--- config.mk ---
export PLATFORM = sky130hd
export DESIGN_NAME = mem_arbiter_flat
export DESIGN_NICKNAME = d
export VERILOG_FILES = /design/src/rtl/mem_arb_pkg.sv /design/src/rtl/mem_arbiter_if.sv /design/src/rtl/mem_arbiter_pick.sv /design/src/rtl/mem_arbiter.sv /design/src/flat_wrapper.sv
export SDC_FILE = /design/constraint.sdc
export NUM_CORES = 1
export LEC_CHECK = 0
export CAP_MARGIN = 10
export CORE_MARGIN = 3
export CORE_UTILIZATION = 40
export CTS_CLUSTER_DIAMETER = 120
export DETAILED_ROUTE_END_ITERATION = 10
export GPL_ROUTABILITY_DRIVEN = 0
export GPL_TIMING_DRIVEN = 0
export MAX_ROUTING_LAYER = met4
export PLACE_DENSITY_LB_ADDON = 0.1
export SYNTH_ARGS = -nofsm -noshare
export SYNTH_HDL_FRONTEND = slang
export SYNTH_SLANG_ARGS = --single-unit
--- constraint.sdc ---
create_clock -name clk -period 4.9 [get_ports clk]
set_input_delay 0.49 -clock clk [delete_from_list [all_inputs] [get_ports clk]]
set_output_delay 0.49 -clock clk [all_outputs]
set_load 0.005 [all_outputs]
--- src/rtl/mem_arb_pkg.sv ---
// Shared types and constants for the instruction/data memory arbiter.
package mem_arb_pkg;

  typedef enum logic [1:0] {
    IDLE   = 2'd0,
    BUSY_I = 2'd1,
    BUSY_D = 2'd2
  } arb_state_e;

  typedef enum logic {
    OWN_I = 1'b0,
    OWN_D = 1'b1
  } arb_owner_e;

  localparam logic [2:0] MEM_B  = 3'b000;
  localparam logic [2:0] MEM_H  = 3'b001;
  localparam logic [2:0] MEM_W  = 3'b010;
  localparam logic [2:0] MEM_BU = 3'b100;
  localparam logic [2:0] MEM_HU = 3'b101;

endpackage

--- src/rtl/mem_arbiter_if.sv ---
// Bundle of fetch, data and memory-side signals around mem_arbiter.
// master: the arbiter; slave: the requesters and memory around it.
interface mem_arbiter_if #(
  parameter int unsigned AW = 32,
  parameter int unsigned DW = 32
) ();
  logic          i_req;
  logic [AW-1:0] i_addr;
  logic          i_gnt;
  logic          i_done;
  logic [DW-1:0] i_rdata;

  logic          d_req;
  logic          d_we;
  logic [2:0]    d_size;
  logic [AW-1:0] d_addr;
  logic [DW-1:0] d_wdata;
  logic          d_gnt;
  logic          d_done;
  logic [DW-1:0] d_rdata;

  logic          mem_req;
  logic          mem_we;
  logic [2:0]    mem_size;
  logic [AW-1:0] mem_addr;
  logic [DW-1:0] mem_wdata;
  logic          mem_ack;
  logic [DW-1:0] mem_rdata;

  modport master (
    input  i_req, i_addr, d_req, d_we, d_size, d_addr, d_wdata, mem_ack, mem_rdata,
    output i_gnt, i_done, i_rdata, d_gnt, d_done, d_rdata,
    output mem_req, mem_we, mem_size, mem_addr, mem_wdata
  );

  modport slave (
    output i_req, i_addr, d_req, d_we, d_size, d_addr, d_wdata, mem_ack, mem_rdata,
    input  i_gnt, i_done, i_rdata, d_gnt, d_done, d_rdata,
    input  mem_req, mem_we, mem_size, mem_addr, mem_wdata
  );
endinterface

--- src/rtl/mem_arbiter_pick.sv ---
// Combinational two-way picker; ARB_RR_EN selects round-robin, otherwise data beats fetch.
module arb_pick
  import mem_arb_pkg::*;
(
  input  logic       i_req_i,
  input  logic       d_req_i,
`ifdef ARB_RR_EN
  input  arb_owner_e last_own_i,
`endif
  input  logic       accept_i,
  output logic       i_gnt_o,
  output logic       d_gnt_o
);

`ifdef ARB_RR_EN
  // On a tie the requester that did not own the memory last goes first.
  assign d_gnt_o = accept_i & d_req_i & (~i_req_i | (last_own_i == OWN_I));
  assign i_gnt_o = accept_i & i_req_i & (~d_req_i | (last_own_i == OWN_D));
`else
  assign d_gnt_o = accept_i & d_req_i;
  assign i_gnt_o = accept_i & i_req_i & ~d_req_i;
`endif

endmodule

--- src/rtl/mem_arbiter.sv ---
// Shares one single-port memory between fetch and load/store requesters.
// Define ARB_RR_EN for round-robin arbitration; fixed data-over-fetch priority otherwise.
module mem_arbiter
  import mem_arb_pkg::*;
#(
  parameter int unsigned AW = 32,
  parameter int unsigned DW = 32
) (
  input logic          clk,
  input logic          reset,
  mem_arbiter_if.master bus
);

  arb_state_e    state_q, state_d;
  logic          mem_req_q, mem_req_d;
  logic          mem_we_q, mem_we_d;
  logic [2:0]    mem_size_q, mem_size_d;
  logic [AW-1:0] mem_addr_q, mem_addr_d;
  logic [DW-1:0] mem_wdata_q, mem_wdata_d;
  logic          i_done_q, i_done_d;
  logic          d_done_q, d_done_d;
  logic [DW-1:0] i_rdata_q, i_rdata_d;
  logic [DW-1:0] d_rdata_q, d_rdata_d;

  logic busy;
  logic accept;
  logic i_gnt;
  logic d_gnt;

  assign busy = (state_q != IDLE);
  // Grants are forced low while reset is held, even though they are combinational.
  assign accept = ~reset & (~busy | bus.mem_ack);

`ifdef ARB_RR_EN
  arb_owner_e last_own_q, last_own_d;

  always_comb begin
    last_own_d = last_own_q;
    if (d_gnt) begin
      last_own_d = OWN_D;
    end else if (i_gnt) begin
      last_own_d = OWN_I;
    end
  end

  always_ff @(posedge clk or posedge reset) begin
    if (reset) begin
      last_own_q <= OWN_I;
    end else begin
      last_own_q <= last_own_d;
    end
  end
`endif

  arb_pick u_pick (
    .i_req_i    (bus.i_req),
    .d_req_i    (bus.d_req),
`ifdef ARB_RR_EN
    .last_own_i (last_own_q),
`endif
    .accept_i   (accept),
    .i_gnt_o    (i_gnt),
    .d_gnt_o    (d_gnt)
  );

  always_comb begin
    state_d     = state_q;
    mem_req_d   = mem_req_q;
    mem_we_d    = mem_we_q;
    mem_size_d  = mem_size_q;
    mem_addr_d  = mem_addr_q;
    mem_wdata_d = mem_wdata_q;
    i_done_d    = 1'b0;
    d_done_d    = 1'b0;
    i_rdata_d   = i_rdata_q;
    d_rdata_d   = d_rdata_q;

    if (busy && bus.mem_ack) begin
      state_d   = IDLE;
      mem_req_d = 1'b0;
      if (state_q == BUSY_I) begin
        i_done_d  = 1'b1;
        i_rdata_d = bus.mem_rdata;
      end else begin
        d_done_d  = 1'b1;
        d_rdata_d = bus.mem_rdata;
      end
    end

    // A grant in the ack cycle overrides the return to IDLE, giving gapless back-to-back.
    if (d_gnt) begin
      state_d     = BUSY_D;
      mem_req_d   = 1'b1;
      mem_we_d    = bus.d_we;
      mem_size_d  = bus.d_size;
      mem_addr_d  = bus.d_addr;
      mem_wdata_d = bus.d_wdata;
    end else if (i_gnt) begin
      state_d    = BUSY_I;
      mem_req_d  = 1'b1;
      mem_we_d   = 1'b0;
      mem_size_d = MEM_W;
      mem_addr_d = bus.i_addr;
    end
  end

  always_ff @(posedge clk or posedge reset) begin
    if (reset) begin
      state_q     <= IDLE;
      mem_req_q   <= 1'b0;
      mem_we_q    <= 1'b0;
      mem_size_q  <= '0;
      mem_addr_q  <= '0;
      mem_wdata_q <= '0;
      i_done_q    <= 1'b0;
      d_done_q    <= 1'b0;
      i_rdata_q   <= '0;
      d_rdata_q   <= '0;
    end else begin
      state_q     <= state_d;
      mem_req_q   <= mem_req_d;
      mem_we_q    <= mem_we_d;
      mem_size_q  <= mem_size_d;
      mem_addr_q  <= mem_addr_d;
      mem_wdata_q <= mem_wdata_d;
      i_done_q    <= i_done_d;
      d_done_q    <= d_done_d;
      i_rdata_q   <= i_rdata_d;
      d_rdata_q   <= d_rdata_d;
    end
  end

  assign bus.i_gnt     = i_gnt;
  assign bus.d_gnt     = d_gnt;
  assign bus.i_done    = i_done_q;
  assign bus.d_done    = d_done_q;
  assign bus.i_rdata   = i_rdata_q;
  assign bus.d_rdata   = d_rdata_q;
  assign bus.mem_req   = mem_req_q;
  assign bus.mem_we    = mem_we_q;
  assign bus.mem_size  = mem_size_q;
  assign bus.mem_addr  = mem_addr_q;
  assign bus.mem_wdata = mem_wdata_q;

endmodule
--- src/flat_wrapper.sv ---
// flat-port wrapper written by rule: the top's interface ports become plain ports
module mem_arbiter_flat import mem_arb_pkg::*;
#(
  parameter int unsigned AW = 32,
  parameter int unsigned DW = 32
)
  (clk, reset, bus_i_req, bus_i_addr, bus_d_req, bus_d_we, bus_d_size, bus_d_addr, bus_d_wdata, bus_mem_ack, bus_mem_rdata, bus_i_gnt, bus_i_done, bus_i_rdata, bus_d_gnt, bus_d_done, bus_d_rdata, bus_mem_req, bus_mem_we, bus_mem_size, bus_mem_addr, bus_mem_wdata);
  mem_arbiter_if #(.AW(AW), .DW(DW)) bus_i ();
  input logic clk;
  input logic reset;
  input wire logic [$bits(bus_i.i_req)-1:0] bus_i_req;
  input wire logic [$bits(bus_i.i_addr)-1:0] bus_i_addr;
  input wire logic [$bits(bus_i.d_req)-1:0] bus_d_req;
  input wire logic [$bits(bus_i.d_we)-1:0] bus_d_we;
  input wire logic [$bits(bus_i.d_size)-1:0] bus_d_size;
  input wire logic [$bits(bus_i.d_addr)-1:0] bus_d_addr;
  input wire logic [$bits(bus_i.d_wdata)-1:0] bus_d_wdata;
  input wire logic [$bits(bus_i.mem_ack)-1:0] bus_mem_ack;
  input wire logic [$bits(bus_i.mem_rdata)-1:0] bus_mem_rdata;
  output wire logic [$bits(bus_i.i_gnt)-1:0] bus_i_gnt;
  output wire logic [$bits(bus_i.i_done)-1:0] bus_i_done;
  output wire logic [$bits(bus_i.i_rdata)-1:0] bus_i_rdata;
  output wire logic [$bits(bus_i.d_gnt)-1:0] bus_d_gnt;
  output wire logic [$bits(bus_i.d_done)-1:0] bus_d_done;
  output wire logic [$bits(bus_i.d_rdata)-1:0] bus_d_rdata;
  output wire logic [$bits(bus_i.mem_req)-1:0] bus_mem_req;
  output wire logic [$bits(bus_i.mem_we)-1:0] bus_mem_we;
  output wire logic [$bits(bus_i.mem_size)-1:0] bus_mem_size;
  output wire logic [$bits(bus_i.mem_addr)-1:0] bus_mem_addr;
  output wire logic [$bits(bus_i.mem_wdata)-1:0] bus_mem_wdata;
  assign bus_i.i_req = bus_i_req;
  assign bus_i.i_addr = bus_i_addr;
  assign bus_i.d_req = bus_d_req;
  assign bus_i.d_we = bus_d_we;
  assign bus_i.d_size = bus_d_size;
  assign bus_i.d_addr = bus_d_addr;
  assign bus_i.d_wdata = bus_d_wdata;
  assign bus_i.mem_ack = bus_mem_ack;
  assign bus_i.mem_rdata = bus_mem_rdata;
  assign bus_i_gnt = bus_i.i_gnt;
  assign bus_i_done = bus_i.i_done;
  assign bus_i_rdata = bus_i.i_rdata;
  assign bus_d_gnt = bus_i.d_gnt;
  assign bus_d_done = bus_i.d_done;
  assign bus_d_rdata = bus_i.d_rdata;
  assign bus_mem_req = bus_i.mem_req;
  assign bus_mem_we = bus_i.mem_we;
  assign bus_mem_size = bus_i.mem_size;
  assign bus_mem_addr = bus_i.mem_addr;
  assign bus_mem_wdata = bus_i.mem_wdata;
  mem_arbiter #(.AW(AW), .DW(DW)) u_core (.clk(clk), .reset(reset), .bus(bus_i));
endmodule
==> results of run 1 <==
-- cells in the final DEF, fill, tap and decap left out, types with 2 or more instances in the layout --
master / count
clkdlybuf4s50_1: 271
dfrtp_1: 137
mux2_2: 71
nand2_1: 58
a22o_1: 31
o21ai_0: 29
mux2_4: 26
clkbuf_16: 17
buf_2: 11
clkbuf_1: 10
buf_6: 7
inv_1: 5
a22oi_1: 4
o2bb2ai_1: 4
clkinv_2: 4
clkinvlp_4: 3
clkinv_4: 3
nand2_2: 2
nor2_1: 2
bufinv_16: 2
-- state kept, by name, summed over array words and instances (netlist names) --
| signal | flops |
|---|---|
| u_core.bus.d_rdata | 32 |
| u_core.bus.i_rdata | 32 |
| u_core.bus.mem_addr | 32 |
| u_core.bus.mem_wdata | 32 |
| u_core.bus.mem_size | 3 |
| u_core.state_q | 2 |
| u_core.bus.d_done | 1 |
| u_core.bus.i_done | 1 |
| u_core.bus.mem_req | 1 |
| u_core.bus.mem_we | 1 |
-- cell type report --
| cell class | instances | area (sq um) |
|---|---|---|
| buffer | 26 | 164 |
| clock buffer | 19 | 433 |
| clock inverter | 12 | 129 |
| fill | 994 | 4360 |
| inverter | 7 | 33.8 |
| multi-input combinational | 237 | 2000 |
| sequential | 137 | 3430 |
| tap | 176 | 220 |
| timing repair buffer | 272 | 2740 |
-- power by group --
group          internal, mW  switching, mW  total (mW)  leakage (nW)
registers              1.40          0.143        1.55          1.65
clock network         0.743          0.464        1.21         0.269
logic                 0.799          0.351        1.15          2.02
total                  2.95          0.958        3.91          3.94
-- cells in the mapped netlist (2+ instances only) --
library cell	n
a22o_1	31
a22oi_1	4
buf_2	11
buf_6	7
clkbuf_1	8
dfrtp_1	137
inv_1	6
mux2_2	71
mux2_4	26
nand2_1	58
nand2_2	2
nor2_1	2
o21ai_0	29
o2bb2ai_1	4
-- critical path: cells and delay by family --
kind                   cells  cell delay [ns]
buffers and inverters      4             1.80
AND/OR/NAND/NOR            2             0.43
-- metal layers --
| layer | part of all wire [%] | track usage [%] |
|---|---|---|
| met5 | 0 | - |
| met4 | 1.5 | 6.32 |
| met3 | 8.1 | 7.59 |
| met2 | 50 | 35.1 |
| met1 | 41 | 25.8 |
-- cells by family after synthesis --
logic type / Yosys count / synth area share, %
flip-flops: 137 / 61.0
multiplexers: 97 / 21.2
AO/OA/AOI/OAI: 73 / 9.50
AND/OR/NAND/NOR: 67 / 4.92
buffers and inverters: 33 / 3.43
-- stage by stage --
step                setup WS (ns)  TNS, ns
detailed placement           1.57        0
global route                 1.39        0
finish                       1.65        0
global placement            -2.14  -179.18
CTS                          1.56        0
floorplan                   0.242        0
-- worst min path at each step --
stage | startpoint | end | slack [ns] | cells past startpoint
2_1_floorplan | u_core.bus.mem_addr[28] | u_core.bus.mem_addr[28] | 0.48 | 1
3_3_place_gp | u_core.bus.mem_addr[30] | u_core.bus.mem_addr[30] | 0.47 | 1
3_5_place_dp | u_core.bus.mem_addr[30] | u_core.bus.mem_addr[30] | 0.48 | 1
4_1_cts | bus_mem_ack | u_core.state_q[0] | 0.27 | 2
5_1_grt | bus_mem_ack | u_core.state_q[0] | 0.27 | 2
6_report | bus_mem_ack | u_core.state_q[0] | 0.29 | 2
==> impl_metrics.yaml, run 1 <==
run_status:
  status: "finished clean"
setup_path:
  worst-r2r-cell-count: 5
  crit_fanout: 95
  cp-end-kind: "output port"
  crit_start: "reset"
  critPathSlowestCell: "clkdlybuf4s50_1"
  slowest_delay_ns: 0.54
  worst_ep_required_time_ns: 4.41
  r2r_slack_ns: 3.32
  crit_top_cell: "clkdlybuf4s50_1"
  crit_end: "bus_i_gnt"
  path_cells: "clkdlybuf4s50_1 > inv_6 > buf_16 > nand2_1 > nor2_1 > clkdlybuf4s50_1"
  r2r-start: "u_core.state_q[0]"
  setup.worst_path.class: "primary input to output port"
  startpoint_type: "primary input"
  r2r-end: "u_core.bus.mem_wdata[10]"
  arrival_ns: 2.76
global_routing:
  grt_overflow: 0
  grt_usage_pct: 21.7
  grt_pass1_vias: 4826
  antenna_found_initial: 0
  grt_pass1_wl_um: 25800
  grt_max_degree: 96
yosys:
  ys_warn_count: 0
  async_reset_ff_share_pct: 100
  yosysTopAreaCell: "dfrtp_1"
  yosys-top-cells-area: "dfrtp_1 (61%), mux2_2 (14%), mux2_4 (6.9%)"
  synth_top_flop_cell: "dfrtp_1"
  syn_inst: 407
  synth_area_sq_mm: 0.00562
  ys_types: 25
  synth-seq-cells: 137
  synth.top_cell.area_share_pct: 61.0
  ys_seq_area_share_pct: 61.0
  synth.avg_cell_area_sq_um: 13.8
  synth_fp_nets: 544
  synth-edff-count: 0
floorplanning:
  die_h_um: 125
  rows: 42
  die_area_sq_mm: 0.0155
  io_pins: 274
  start_util_pct: 41.6
  core_sq_mm: 0.0135
  dieWidth_um: 125
pwr:
  ir_worst_vdd_mv: 0.281
  power.density_mw_per_mm2: 427
  total_power_mw: 3.91
  leakagePower_nw: 3.94
timing:
  rsz0062_at_grt: "false"
  max_slew.worst_pin.slew_ns: 0.494
  clock_skew_ns: 0.00533
  timing.fmax_ghz: 0.308
  fin_crit_sh_pct: 66.2
  drv_slew: 0
  min_period_ns: 3.25
  slew_headroom_pct: 67.0
  whs_ns: 0.288
  finalSetupViolCount: 0
  hold_violations: 0
clocking:
  clock_latency_ns: 0.41
  clock_sinks: 137
  cts_hold_buf: 0
  ctsLongestPathBuffers: 2
  htree_levels: 4
  cts_made_buffers: 17
  cts_tree: "done"
  cts_setup_buffers: 0
  clk_pin_slew_worst_paths_ns: 0.06
  root_buffer: "clkbuf_16"
  cts_resized: 0
flow_run:
  timing.max_cap.violations: 0
routing:
  drc: 0
  vias_per_cell: 4.90
  routed_wl_um: 15800
  num_vias: 4344
  wl_per_cell_um: 17.9
  dr.pass1.iters: 4
  ant_nets: 0
  drtIter0Drc: 131
final_layout:
  post-route-util_pct: 67.7
  fin_nets: 835
  n_antenna_cell: 0
  stdcell_area_sq_mm: 0.00915
  stdcell_count: 886
  final_layout_size_suffix_gt1_share_pct: 21.5
  synthToLayoutAreaGrowth_pct: 62.7
place:
  placedCellCount: 855
  port_buffers: 271
  dp_hpwl_um: 11800
  dpl_cell_area_sq_mm: 0.00859
hold_path:
  hp-class: "primary input to flip-flop"
Power figures use the tool's default switching activity.
==> run 2: changes to the inputs <==
==> constraint.sdc (replaced) <==
create_clock -name clk -period 3.05 [get_ports clk]
set_input_delay 0.305 -clock clk [delete_from_list [all_inputs] [get_ports clk]]
set_output_delay 0.305 -clock clk [all_outputs]
set_load 0.005 [all_outputs]
==> impl_metrics.yaml, run 2 (synthesis results as in run 1) <==
setup_path:
  crit_top_cell: "clkdlybuf4s50_1"
  startpoint_type: "primary input"
  crit_fanout: 43
  r2r-end: "u_core.bus.mem_wdata[27]"
  worst_ep_required_time_ns: 2.74
  r2r-start: "u_core.state_q[0]"
  worst-r2r-cell-count: 5
  cpLargestDelayFamily: "buffers and inverters"
  slowest_delay_ns: 0.53
  arrival_ns: 2.37
  r2r_slack_ns: 1.49
  setup.worst_path.class: "primary input to output port"
  cp-end-kind: "output port"
  critPathSlowestCell: "clkdlybuf4s50_1"
  path_cells: "clkdlybuf4s50_1 > clkinvlp_4 > buf_12 > nand2_1 > nor2_1 > clkdlybuf4s50_1"
  crit_buf_inv: 4
final_layout:
  final_layout_size_suffix_gt1_share_pct: 22.0
  fin_nets: 838
  synthToLayoutAreaGrowth_pct: 64.5
  final_cell_mix: "clkdlybuf4s50_1 (271), dfrtp_1 (137), mux2_2 (71), nand2_1 (58), a22o_1 (31)"
  post-route-util_pct: 68.5
  mostFrequentLayoutCell: "clkdlybuf4s50_1"
  n_antenna_cell: 0
place:
  port_buffers: 271
  dp_hpwl_um: 11900
routing:
  ant_nets: 0
  drc: 0
  drtIter0Drc: 203
  dr.pass1.iters: 4
  num_vias: 4369
  wl_per_cell_um: 17.6
  vias_per_cell: 4.91
  routed_wl_um: 15600
timing:
  clock_skew_ns: 0.00781
  timing.fmax_ghz: 0.374
  finalSetupViolCount: 0
  drv_slew: 0
  hold_violations: 0
  rsz0062_at_grt: "false"
  max_slew.worst_pin.slew_ns: 0.521
  whs_ns: 0.100
  fin_crit_sh_pct: 87.6
  tns_ns: 0
  min_period_ns: 2.67
  slew_headroom_pct: 65.3
floorplanning:
  rows: 42
  core_sq_mm: 0.0135
  io_pins: 274
  dieWidth_um: 125
  die_area_sq_mm: 0.0155
  die_h_um: 125
  start_util_pct: 41.6
hold_path:
  hp-class: "primary input to flip-flop"
  min_from: "bus_mem_ack"
  hold_depth: 2
  hold_end: "u_core.state_q[0]"
global_routing:
  grt_usage_pct: 21.5
  grt_max_degree: 44
  grt_overflow: 0
  antenna_found_initial: 0
  grt_pass1_vias: 4761
  grt_pass1_wl_um: 25700
clocking:
  cts_tree: "done"
  clock_sinks: 137
  cts_resized: 0
  cts_setup_buffers: 0
  clock_latency_ns: 0.41
  cts_made_buffers: 17
  cts_hold_buf: 0
  ctsLongestPathBuffers: 2
  htree_levels: 4
  root_buffer: "clkbuf_16"
  clk_pin_slew_worst_paths_ns: 0.06
pwr:
  ir_worst_vdd_mv: 0.419
  leakagePower_nw: 3.98
  power.density_mw_per_mm2: 690
flow_run:
  timing.max_cap.violations: 0
run_status:
  status: "finished clean"
[run 2: cell types whose count changed in the layout (fill, tap and decap cells not counted)]
cell and change:
buf_12 +3, clkbuf_8 +4, clkinv_2 -2, clkinv_4 -2, inv_6 +1
[run 2: final cells by class]
cell class / count / area (sq um)
Buffer: 26 / 164
Fill cell: 936 / 4260
Multi-Input combinational cell: 237 / 2000
Tap cell: 176 / 220
Timing Repair Buffer: 275 / 2800
Clock buffer: 23 / 488
Sequential cell: 137 / 3430
Clock inverter: 9 / 111
Inverter: 7 / 32.5
[run 2: how the worst max path moves through the flow]
stage,start,end,cells after the start
after floorplan,reset,u_core.bus.mem_addr[0],5
after global placement,reset,bus_i_gnt,5
after detailed placement,reset,bus_i_gnt,6
after CTS,reset,bus_i_gnt,6
after global routing,reset,bus_i_gnt,6
final,reset,bus_i_gnt,6
[run 2: metrics by stage]
step	std cells	cell area [sq um]	total power, mW	setup WS (ns)
floorplan	407	5630	3.12	-0.246
CTS	890	9250	6.46	0.305
finish	890	9250	6.37	0.379
detailed placement	858	8650	4.39	0.305
global route	890	9250	6.70	0.183
global placement	854	8560	4.33	-2.12
[run 2: per-layer routing]
layer / vias up / GRT usage [%] / wire, um
met4: 0 / 7.41 / 294
met2: 205 / 34.7 / 7710
li1: 2015 / - / -
met1: 2124 / 26.0 / 6440
met5: - / - / 0
met3: 25 / 6.26 / 1180
[run 2: report_power, final]
| group | internal [mW] | leakage, nW | switching (mW) | total (mW) |
|---|---|---|---|---|
| sequential | 2.26 | 1.65 | 0.230 | 2.49 |
| combinational | 1.29 | 2.05 | 0.561 | 1.85 |
| clock | 1.29 | 0.290 | 0.741 | 2.03 |
| total | 4.84 | 3.98 | 1.53 | 6.37 |
==> run 3: changes to the inputs <==
--- a/config.mk
+++ b/config.mk
@@ -14,6 +14,7 @@
 export GPL_TIMING_DRIVEN = 0
 export MAX_ROUTING_LAYER = met4
 export PLACE_DENSITY_LB_ADDON = 0.1
+export SLEW_MARGIN = 15
 export SYNTH_ARGS = -nofsm -noshare
 export SYNTH_HDL_FRONTEND = slang
 export SYNTH_SLANG_ARGS = --single-unit
==> impl_metrics.yaml, run 3 (synthesis results as in run 1) <==
run_status:
  status: "finished clean"
setup_path:
  crit_end: "bus_i_gnt"
  r2r-start: "u_core.state_q[0]"
  crit_start: "reset"
  arrival_ns: 2.32
  cp-end-kind: "output port"
  crit_fanout: 30
  worst_ep_required_time_ns: 2.74
  r2r_slack_ns: 1.49
  worst-r2r-cell-count: 5
  r2r-end: "u_core.bus.mem_wdata[17]"
  startpoint_type: "primary input"
  setup.worst_path.class: "primary input to output port"
routing:
  vias_per_cell: 4.91
  drtIter0Drc: 177
  routed_wl_um: 15700
  ant_nets: 0
  dr.pass1.iters: 4
  wl_per_cell_um: 17.7
  num_vias: 4359
  drc: 0
timing:
  fin_crit_sh_pct: 86.0
  clock_skew_ns: 0.00856
  drv_slew: 0
  slew_headroom_pct: 54.5
  rsz0062_at_grt: "false"
  finalSetupViolCount: 0
  timing.fmax_ghz: 0.381
  whs_ns: 0.0967
  hold_violations: 0
  max_slew.worst_pin.slew_ns: 0.680
  min_period_ns: 2.62
  fin_ws_ns: 0.429
  tns_ns: 0
clocking:
  cts_made_buffers: 17
  clock_latency_ns: 0.41
  htree_levels: 4
  cts_resized: 0
  cts_tree: "done"
  clock_sinks: 137
  cts_setup_buffers: 0
  ctsLongestPathBuffers: 2
  root_buffer: "clkbuf_16"
  cts_hold_buf: 0
  clk_pin_slew_worst_paths_ns: 0.06
final_layout:
  synthToLayoutAreaGrowth_pct: 63.2
  final_cell_mix: "clkdlybuf4s50_1 (271), dfrtp_1 (137), mux2_2 (71), nand2_1 (58), a22o_1 (31)"
  stdcell_count: 888
  stdcell_area_sq_mm: 0.00918
  fillers: 975
  fin_nets: 839
  n_antenna_cell: 0
  layout.area.seq_sq_mm: 0.00343
  final_layout_size_suffix_gt1_share_pct: 21.6
  post-route-util_pct: 67.9
  mostFrequentLayoutCell: "clkdlybuf4s50_1"
  multi_input_area_sq_mm: 0.00200
floorplanning:
  dieWidth_um: 125
  die_area_sq_mm: 0.0155
  rows: 42
  io_pins: 274
  start_util_pct: 41.6
  die_h_um: 125
  core_sq_mm: 0.0135
hold_path:
  hp-class: "primary input to flip-flop"
  hold_depth: 2
place:
  port_buffers: 271
  dp_hpwl_um: 12000
  dpl_cell_area_sq_mm: 0.00865
  placedCellCount: 858
  dp_slack_ns: 0.165
pwr:
  leakagePower_nw: 3.95
  p_seq_share_pct: 40.2
  cell_internal_pwr_mw: 4.67
  p_sw_share_pct: 24.4
  ir_worst_vdd_mv: 0.392
  power.density_mw_per_mm2: 674
  clockPowerShare_pct: 29.8
  pwr-share-comb_pct: 30.0
  total_power_mw: 6.19
  netSwitchingPower_mw: 1.51
global_routing:
  antenna_found_initial: 0
  grt_overflow: 0
  grt_max_degree: 32
  grt_pass1_wl_um: 25100
  grt_usage_pct: 21.1
  grt_pass1_vias: 4714
flow_run:
  timing.max_cap.violations: 0
[run 3: cell types whose count changed in the layout (fill, tap and decap cells not counted), sizes merged]
cell and delta:
clkbuf -2, clkinv +2, inv -1, bufinv -1
[run 3: metal layers]
layer	up-vias	wire, um	GRT usage, %
li1	2016	-	-
met1	2112	6610	25.3
met2	204	7650	34.0
met3	27	1140	6.60
met4	0	315	7.16
met5	-	0	-
[run 3: layout make-up]
type	count	area share, %
Buffer	26	1.79
Clock buffer	21	4.91
Clock inverter	8	0.818
Inverter	7	0.355
Multi-Input combinational cell	237	21.8
Sequential cell	137	37.4
Tap cell	176	2.40
Timing Repair Buffer	275	30.5
Timing Repair inverter	1	0.0545
[run 3: power groups by stage]
stage	Combinational [mW]	Clock, mW	Sequential (mW)
floorplan	0.585	0	2.54
global placement	1.84	0	2.49
detailed placement	1.88	0	2.51
CTS	1.89	1.88	2.49
global route	1.99	1.97	2.54
finish	1.86	1.84	2.48
[run 3: worst min path at each step]
stage	startpoint	to	slack, ns
after floorplan	bus_d_size[0]	u_core.bus.mem_size[0]	0.44
after global placement	u_core.bus.mem_addr[30]	u_core.bus.mem_addr[30]	0.48
after detailed placement	u_core.bus.mem_addr[29]	u_core.bus.mem_addr[29]	0.48
after CTS	bus_mem_ack	u_core.state_q[1]	0.08
after global routing	bus_mem_ack	u_core.state_q[0]	0.09
final	bus_mem_ack	u_core.state_q[1]	0.1
[run 3: critical path: stages]
cell	delay, ns
clkdlybuf4s50_1	0.60
clkinvlp_4	0.36
buf_12	0.30
nand2_1	0.19
nor2_1	0.08
clkdlybuf4s50_1	0.48
